===== src/rtl/regfile_mp_sb.sv =====
// Multi-port integer register file with a per-register busy scoreboard for decode/issue.
// Reads are combinational with optional same-cycle write bypass; register 0 reads as zero.
module regfile_mp_sb #(
    parameter int XLEN   = 32,
    parameter int NREGS  = 32,
    parameter int NRD    = 2,
    parameter int NWR    = 1,
    parameter int BYPASS = 1,
    localparam int AW    = $clog2(NREGS)
) (
    input  logic                clk,
    input  logic                rst,
    input  logic [NWR-1:0]      wr_en,
    input  logic [NWR*AW-1:0]   wr_addr,
    input  logic [NWR*XLEN-1:0] wr_data,
    input  logic [NRD*AW-1:0]   rd_addr,
    output logic [NRD*XLEN-1:0] rd_data,
    output logic [NRD-1:0]      rd_ready,
    input  logic                alloc_en,
    input  logic [AW-1:0]       alloc_addr,
    input  logic                flush,
    output logic [AW:0]         busy_cnt
);

    logic [XLEN-1:0]  regs_q [NREGS];
    logic [XLEN-1:0]  regs_d [NREGS];
    logic [NREGS-1:0] busy_q;
    logic [NREGS-1:0] busy_d;
    logic [AW:0]      busy_cnt_q;
    logic [AW:0]      busy_cnt_d;

    // Lanes are applied in ascending order so the highest-index lane wins a collision.
    always_comb begin
        regs_d = regs_q;
        busy_d = busy_q;
        for (int i = 0; i < NWR; i++) begin
            if (wr_en[i] && (wr_addr[i*AW +: AW] != '0)) begin
                regs_d[wr_addr[i*AW +: AW]] = wr_data[i*XLEN +: XLEN];
                busy_d[wr_addr[i*AW +: AW]] = 1'b0;
            end
        end
        if (alloc_en && (alloc_addr != '0)) begin
            busy_d[alloc_addr] = 1'b1;
        end
        if (flush) begin
            busy_d = '0;
        end
        regs_d[0] = '0;
        busy_d[0] = 1'b0;

        busy_cnt_d = '0;
        for (int r = 0; r < NREGS; r++) begin
            busy_cnt_d = busy_cnt_d + {{AW{1'b0}}, busy_d[r]};
        end
    end

    always_ff @(posedge clk or negedge rst) begin
        if (!rst) begin
            for (int r = 0; r < NREGS; r++) begin
                regs_q[r] <= '0;
            end
            busy_q     <= '0;
            busy_cnt_q <= '0;
        end else begin
            for (int r = 0; r < NREGS; r++) begin
                regs_q[r] <= regs_d[r];
            end
            busy_q     <= busy_d;
            busy_cnt_q <= busy_cnt_d;
        end
    end

    logic [AW-1:0]   ra;
    logic [XLEN-1:0] rd_val;
    logic            rd_rdy;

    // Busy is read from the current state, so an alloc is not visible until the next cycle.
    always_comb begin
        rd_data  = '0;
        rd_ready = '0;
        ra       = '0;
        rd_val   = '0;
        rd_rdy   = 1'b0;
        for (int j = 0; j < NRD; j++) begin
            ra     = rd_addr[j*AW +: AW];
            rd_val = regs_q[ra];
            rd_rdy = ~busy_q[ra];
            if (BYPASS != 0) begin
                for (int i = 0; i < NWR; i++) begin
                    if (wr_en[i] && (wr_addr[i*AW +: AW] == ra)) begin
                        rd_val = wr_data[i*XLEN +: XLEN];
                        rd_rdy = 1'b1;
                    end
                end
            end
            if (ra == '0) begin
                rd_val = '0;
                rd_rdy = 1'b1;
            end
            rd_data[j*XLEN +: XLEN] = rd_val;
            rd_ready[j]             = rd_rdy;
        end
    end

    assign busy_cnt = busy_cnt_q;

endmodule

===== config.mk =====
export PLATFORM = sky130hd
export DESIGN_NAME = regfile_mp_sb
export DESIGN_NICKNAME = d
export VERILOG_FILES = /design/src/rtl/regfile_mp_sb.sv
export SDC_FILE = /design/constraint.sdc
export NUM_CORES = 2
export LEC_CHECK = 0
export BUFFER_PORTS_ARGS = -buffer_cell sky130_fd_sc_hd__buf_2
export CAP_MARGIN = 10
export CORE_MARGIN = 5
export CORE_UTILIZATION = 37
export CTS_BUF_LIST = sky130_fd_sc_hd__clkbuf_2 sky130_fd_sc_hd__clkbuf_4 sky130_fd_sc_hd__clkbuf_8
export DETAILED_ROUTE_END_ITERATION = 8
export PLACE_DENSITY = 0.61
export SLEW_MARGIN = 20
export SYNTH_ARGS = -nofsm -noshare
export SYNTH_HDL_FRONTEND = slang
export SYNTH_SLANG_ARGS = --single-unit

===== constraint.sdc =====
create_clock -name clk -period 12.5 [get_ports clk]
set_input_delay 2.5 -clock clk [delete_from_list [all_inputs] [get_ports clk]]
set_output_delay 2.5 -clock clk [all_outputs]
set_load 0.1 [all_outputs]

# == Word level (Yosys, flattened, before mapping) ==
# Cells that the tools add are included.
# classes
n_addsub,30
multipliers,0
n_div,0
magnitude_cmp,10
n_eq_ne,2
shift,0
n_mux,28
bitwise,8
reduce_logical,11
# op_table
cell,n
$bwmux 1024,1
$mux 32,12
$bmux 32 s5,2
$demux 32 s5,1
$add 6x1->6,25
$and 32x32->32,1
$not 32->32,1
$or 32x32->32,1
$lt 5x6->1 const B,4
$ge 6x6->1 const B,3
$not 5->6,3
$bmux 1 s5,2
$demux 1 s5,2
$eq 5x5->1,2
$ge 5x1->1 const B,2
$logic_not 5->1,2
$reduce_bool 5->1,2
$mux 1,8
$logic_and 1x1->1,7
$add 5x1->6,1
$lt 6x1->1 const B,1
$add 4x1->5,1
$add 3x1->4,1
$add 2x1->3,1
2 further kinds,3
# totals
register_bits,1029
latch_bits,0
ram_bits,0
romBits,0
inputBits,57
output_inout_bits,72
word_cells,122
mem_count,0

# == Logic depth before layout (Yosys ltp) ==
# logic_depth
ltp_word,40
mapped_depth,23

# == Least setup slack after synthesis ==
# Ideal clock, no wire load.
# synth_timing
path_type,input port to output port
startpoint,in wr_addr[2]
endpoint,out rd_data[31]
arrival_time_ns,6.006
setup_slack_ns,3.994
path_stages,6
path_buffers,2
cell_sequence,buf_2 xor2_1 nor4_2 nand3_1 clkbuf_1 a311oi_1
# synth_between
elab_chain_len,4
# synth_lines
element,line_no,rtl
from (decl),14,"input logic [NWR*AW-1:0] wr_addr,"
$eq 5x5->1,90,if (wr_en[i] && (wr_addr[i*AW +: AW] == ra)) begin
$logic_and 1x1->1,90,
$mux 32,90,
$mux 32,96,if (ra == '0) begin
to (decl),17,"output logic [NRD*XLEN-1:0] rd_data,"
# Every way passes these cells.

# == Worst setup path after layout ==
# layout_timing
startpoint,in rd_addr[6]
endpoint,out rd_data[45]
# layout_between
elab_chain_len,6
word_cells_on_any_way,9
classes_between,1 x eq/ne; 5 x mux; 1 x bitwise; 2 x reduce/logical
# layout_lines
element,line_no,rtl
from (decl),16,"input logic [NRD*AW-1:0] rd_addr,"
$not 5->6 (not written as such),86,rd_val = regs_q[ra];
$bmux 32 s5,86,
$mux 32 (not written as such) (2 in series),86,
$mux 32,90,
$mux 32 *,96,
# Mark *: on every way between the ends. The rest lies on a longest branch, timed or not. The select of a mux whose other input is x is not followed.

==> results.md <==
* Outcome: finished clean
* Crit-path max cell delay at 1.02 ns
* Fin crit period at about 8.9 ns
* Vias in the first global route at around 40000
* Async S/R FF share, synth at 100.0%
* Register bit total from synthesis at 1029
* # resized after CTS at 0
* Final net count at 4470
* Crit Reg-Reg Endpoint: busy_cnt[4]
* Top post-synthesis cells by area: dfrtp_1 (46%), mux4_2 (16%), mux2_2 (14%)
* Final hold violation count at 0
* Mux cell area share after synthesis at between 30% and 40%
* Post-synthesis area per instance at approximately 13 um2
* Post-CTS setup buffers at 0
* Fillers at 14020
* Layout cells sized above 1 at 37.37%
* Crit-path slowest cell: a21oi_1
* Maximum VDD drop at between 0.0001 and 0.00015 V
* Critical Path, Cell by Cell: buf_8 -> buf_4 -> xor2_1 -> nor4_1 -> nand3_2 -> a21oi_1 -> buf_2
* GPL Wtd Cong at 0.8409
* Compound-Gate Fraction of Synth Area at around a tenth
* Drt via density at 6.095
* Root Driver: clkbuf_8
* Largest net degree at the start of global routing at roughly 180
* Setup tns final at 0 ns
* Post-synthesis sequential area ratio at a little under half
* Actual slew at the worst max-slew pin at approximately 1.3 ns
* Area leader, netlist: dfrtp_1
* Mapped Area at ~56000 um2
* Gate power share at roughly 22%
* Syn_nets at about 4500
* PwrDens at around 160 nW/um2
* Post-Synthesis Cells at roughly 4400
* WHS Endpoint: regs_q[969]
* DP HPWL at 111000 um
* Worst R2R Path Depth at 17
* LEAKAGE at ~0.027 uW
* CTS tree: done
* Worst R2R Start: busy_q[26]
* Post-synthesis xor/xnor area fraction at less than 1%
* Psw at approximately 3200 uW
* Synth warn at 0
* Antenna-violating nets left at 0
* IO buf count at roughly 130
* Sink Count at 1029
* CP arrival at 6.40 ns
* R2R Setup Slk at 7.19 ns
* Vias at 39900
* Sw frac at 31.14%
* Internal Pwr Total at ~7000 uW
* Layout area overhead at 10.69%
* Iteration count of the initial detailed-routing pass at 5
* Overall Global Routing Usage at 23.66%
* 1st-iter DRT viols at 4362
* Most frequent cells in the layout: dfrtp_1 (1029), mux2_2 (694), nand2_1 (474), o21ai_0 (465), mux4_2 (408)
* Clock transition at path regs at approximately 0.060 ns
* Total grt overflow at 0
* Die Y at ~400 um
* Sequential Power Share at 43.6%
* Clock share of power at between 30% and 40%
* Hold Crit Depth at 2
* Die W at about 400 um
* # hold bufs at CTS at 0
* Multi-input logic area at roughly 28000 um2
* Global-route wire length before repair at 278900 um
* Worst setup path class: primary input to output pin
* Adder-Cell Fraction of Synth Area at 0.9779%
* Sequential cell area at between 20000 and 30000 um2
* MaxCap Viol Count at 0
* HP Start: regs_q[969]
* CP endpoint kind: output pin
* Layout Skew at between 0.01 and 0.015 ns
* Core Region at ~150000 um2
* Clk buf depth at 3
* Largest family of logic cells by synthesized area: multiplexers
* Yosys top cell area share at between 40% and 50%
* FMAX at 0.1123 GHz
* Crit path launch type: primary input
* Slew HR at approximately 16%
* H-tree Lvls at 4
* Inserted Clock Buffers at ~170
* Cell variety after synth at about 70
* Worst min-delay path class: flip-flop to flip-flop
* Row cnt at ~140
* DRC violations left at 0
* WL final at roughly 190000 um
* Initial antenna violation count at 22
* Clk_lat worst skew at roughly 0.9 ns
* Critical-path maximum fanout at 67
* Num ports at between 100 and 150
* Routed len/inst at 29.01 um
* Slew Viols, Final at 0
* Unrepaired setup endpoints after global routing: no
* Number of synthesized flops with an enable pin at 0
* Period utilisation layout at between 70% and 80%
* Die ar. at ~160000 um2
* Critical Path RT at 10.00 ns
* Commonest non-fill, non-tap cell in the layout: dfrtp_1
* Initial Utilization at between 30% and 40%
* Top FF cell, synth: dfrtp_1
* Simple-Gate Fraction of Synth Area at 5.718%
* Min Hold Slack at about 0.50 ns
* # setup viols final at 0
==> flip-flops by register name, summed over array words and instances, names as in the netlist <==
| signal | count |
|---|---|
| busy_cnt | 6 |
| busy_q | 31 |
| regs_q | 992 |
==> per-stage QoR <==
step | total power [uW] | cell area (um2) | std cells | setup WS (ns) | utilization [%]
after floorplan | 6051 | 56040 | 4433 | 3.994 | -
after global placement | 6616 | 58000 | 6225 | 3.331 | 38.63
after detailed placement | 6691 | 58010 | 6225 | 3.437 | 38.64
after CTS | 10140 | 61970 | 6540 | 3.643 | 41.28
after global routing | 10550 | 62020 | 6544 | 3.473 | 41.31
final | 10120 | 62030 | 6546 | 3.595 | 41.32
==> per-layer routing <==
| metal | track usage [%] | up-vias | share of wire, % |
|---|---|---|---|
| li1 | - | 16560 | - |
| met1 | 33.62 | 21020 | 43 |
| met2 | 35.99 | 1957 | 45 |
| met3 | 5.454 | 361 | 9.2 |
| met4 | 7.782 | 0 | 3.2 |
| met5 | 0 | - | 0 |
==> power groups by stage <==
stage | combinational (uW) | sequential [uW] | clock (uW)
6_report | 2250 | 4410 | 3450
4_1_cts | 2250 | 4390 | 3500
3_5_place_dp | 2240 | 4450 | 0
3_3_place_gp | 2210 | 4410 | 0
2_1_floorplan | 1740 | 4310 | 0
5_1_grt | 2410 | 4480 | 3650
==> Yosys cell counts (all sizes together) (9+ instances only) <==
master  instances
o22ai          36
a211oi         10
nor3           30
o221ai         37
a211o          22
o31ai          12
nand2b         13
mux2i         130
a22oi          58
nor4           17
nor2          118
fa             23
o21ai         473
nor2b          18
a21o           14
a221o          22
mux2          699
nand3          34
mux4          423
xor2            9
a21oi          77
nand2         484
clkbuf        213
dfrtp        1029
inv            60
buf           224
a221oi         40
==> area by class of cell <==
type                       count  share of cell area [%]
inverter                      60                  0.3631
antenna                        5                 0.02017
multi-input combinational   2905                   45.27
timing repair buffer         216                   2.376
clock inverter                43                  0.7948
tap                         2016                   4.067
sequential                  1029                   41.51
clock buffer                 272                   5.592
==> how the worst max path moves through the flow <==
stage / startpoint / to / slack, ns
final: rd_addr[6] / rd_data[45] / 3.60
after global routing: rd_addr[0] / rd_data[11] / 3.47
after CTS: rd_addr[0] / rd_data[11] / 3.64
after detailed placement: wr_addr[2] / busy_cnt[4] / 3.44
after global placement: rd_addr[8] / rd_data[44] / 3.33
after floorplan: wr_addr[2] / rd_data[31] / 3.99
==> logic make-up after synthesis <==
group | count (synthesis)
buffers and inverters | 499
muxes | 1252
xor gates and xnor gates | 13
and+or+nand+nor | 757
adders and majority gates | 30
DFF | 1029
AOI/OAI and AO/OA | 853
==> worst max-delay path: cells and delay by family <==
family	cells	cell delay, ns
buf+inv	3	1.55
xor+xnor	1	0.13
simple gates	2	1.01
compound gates	1	1.02
(Power assumes the default switching activity.)
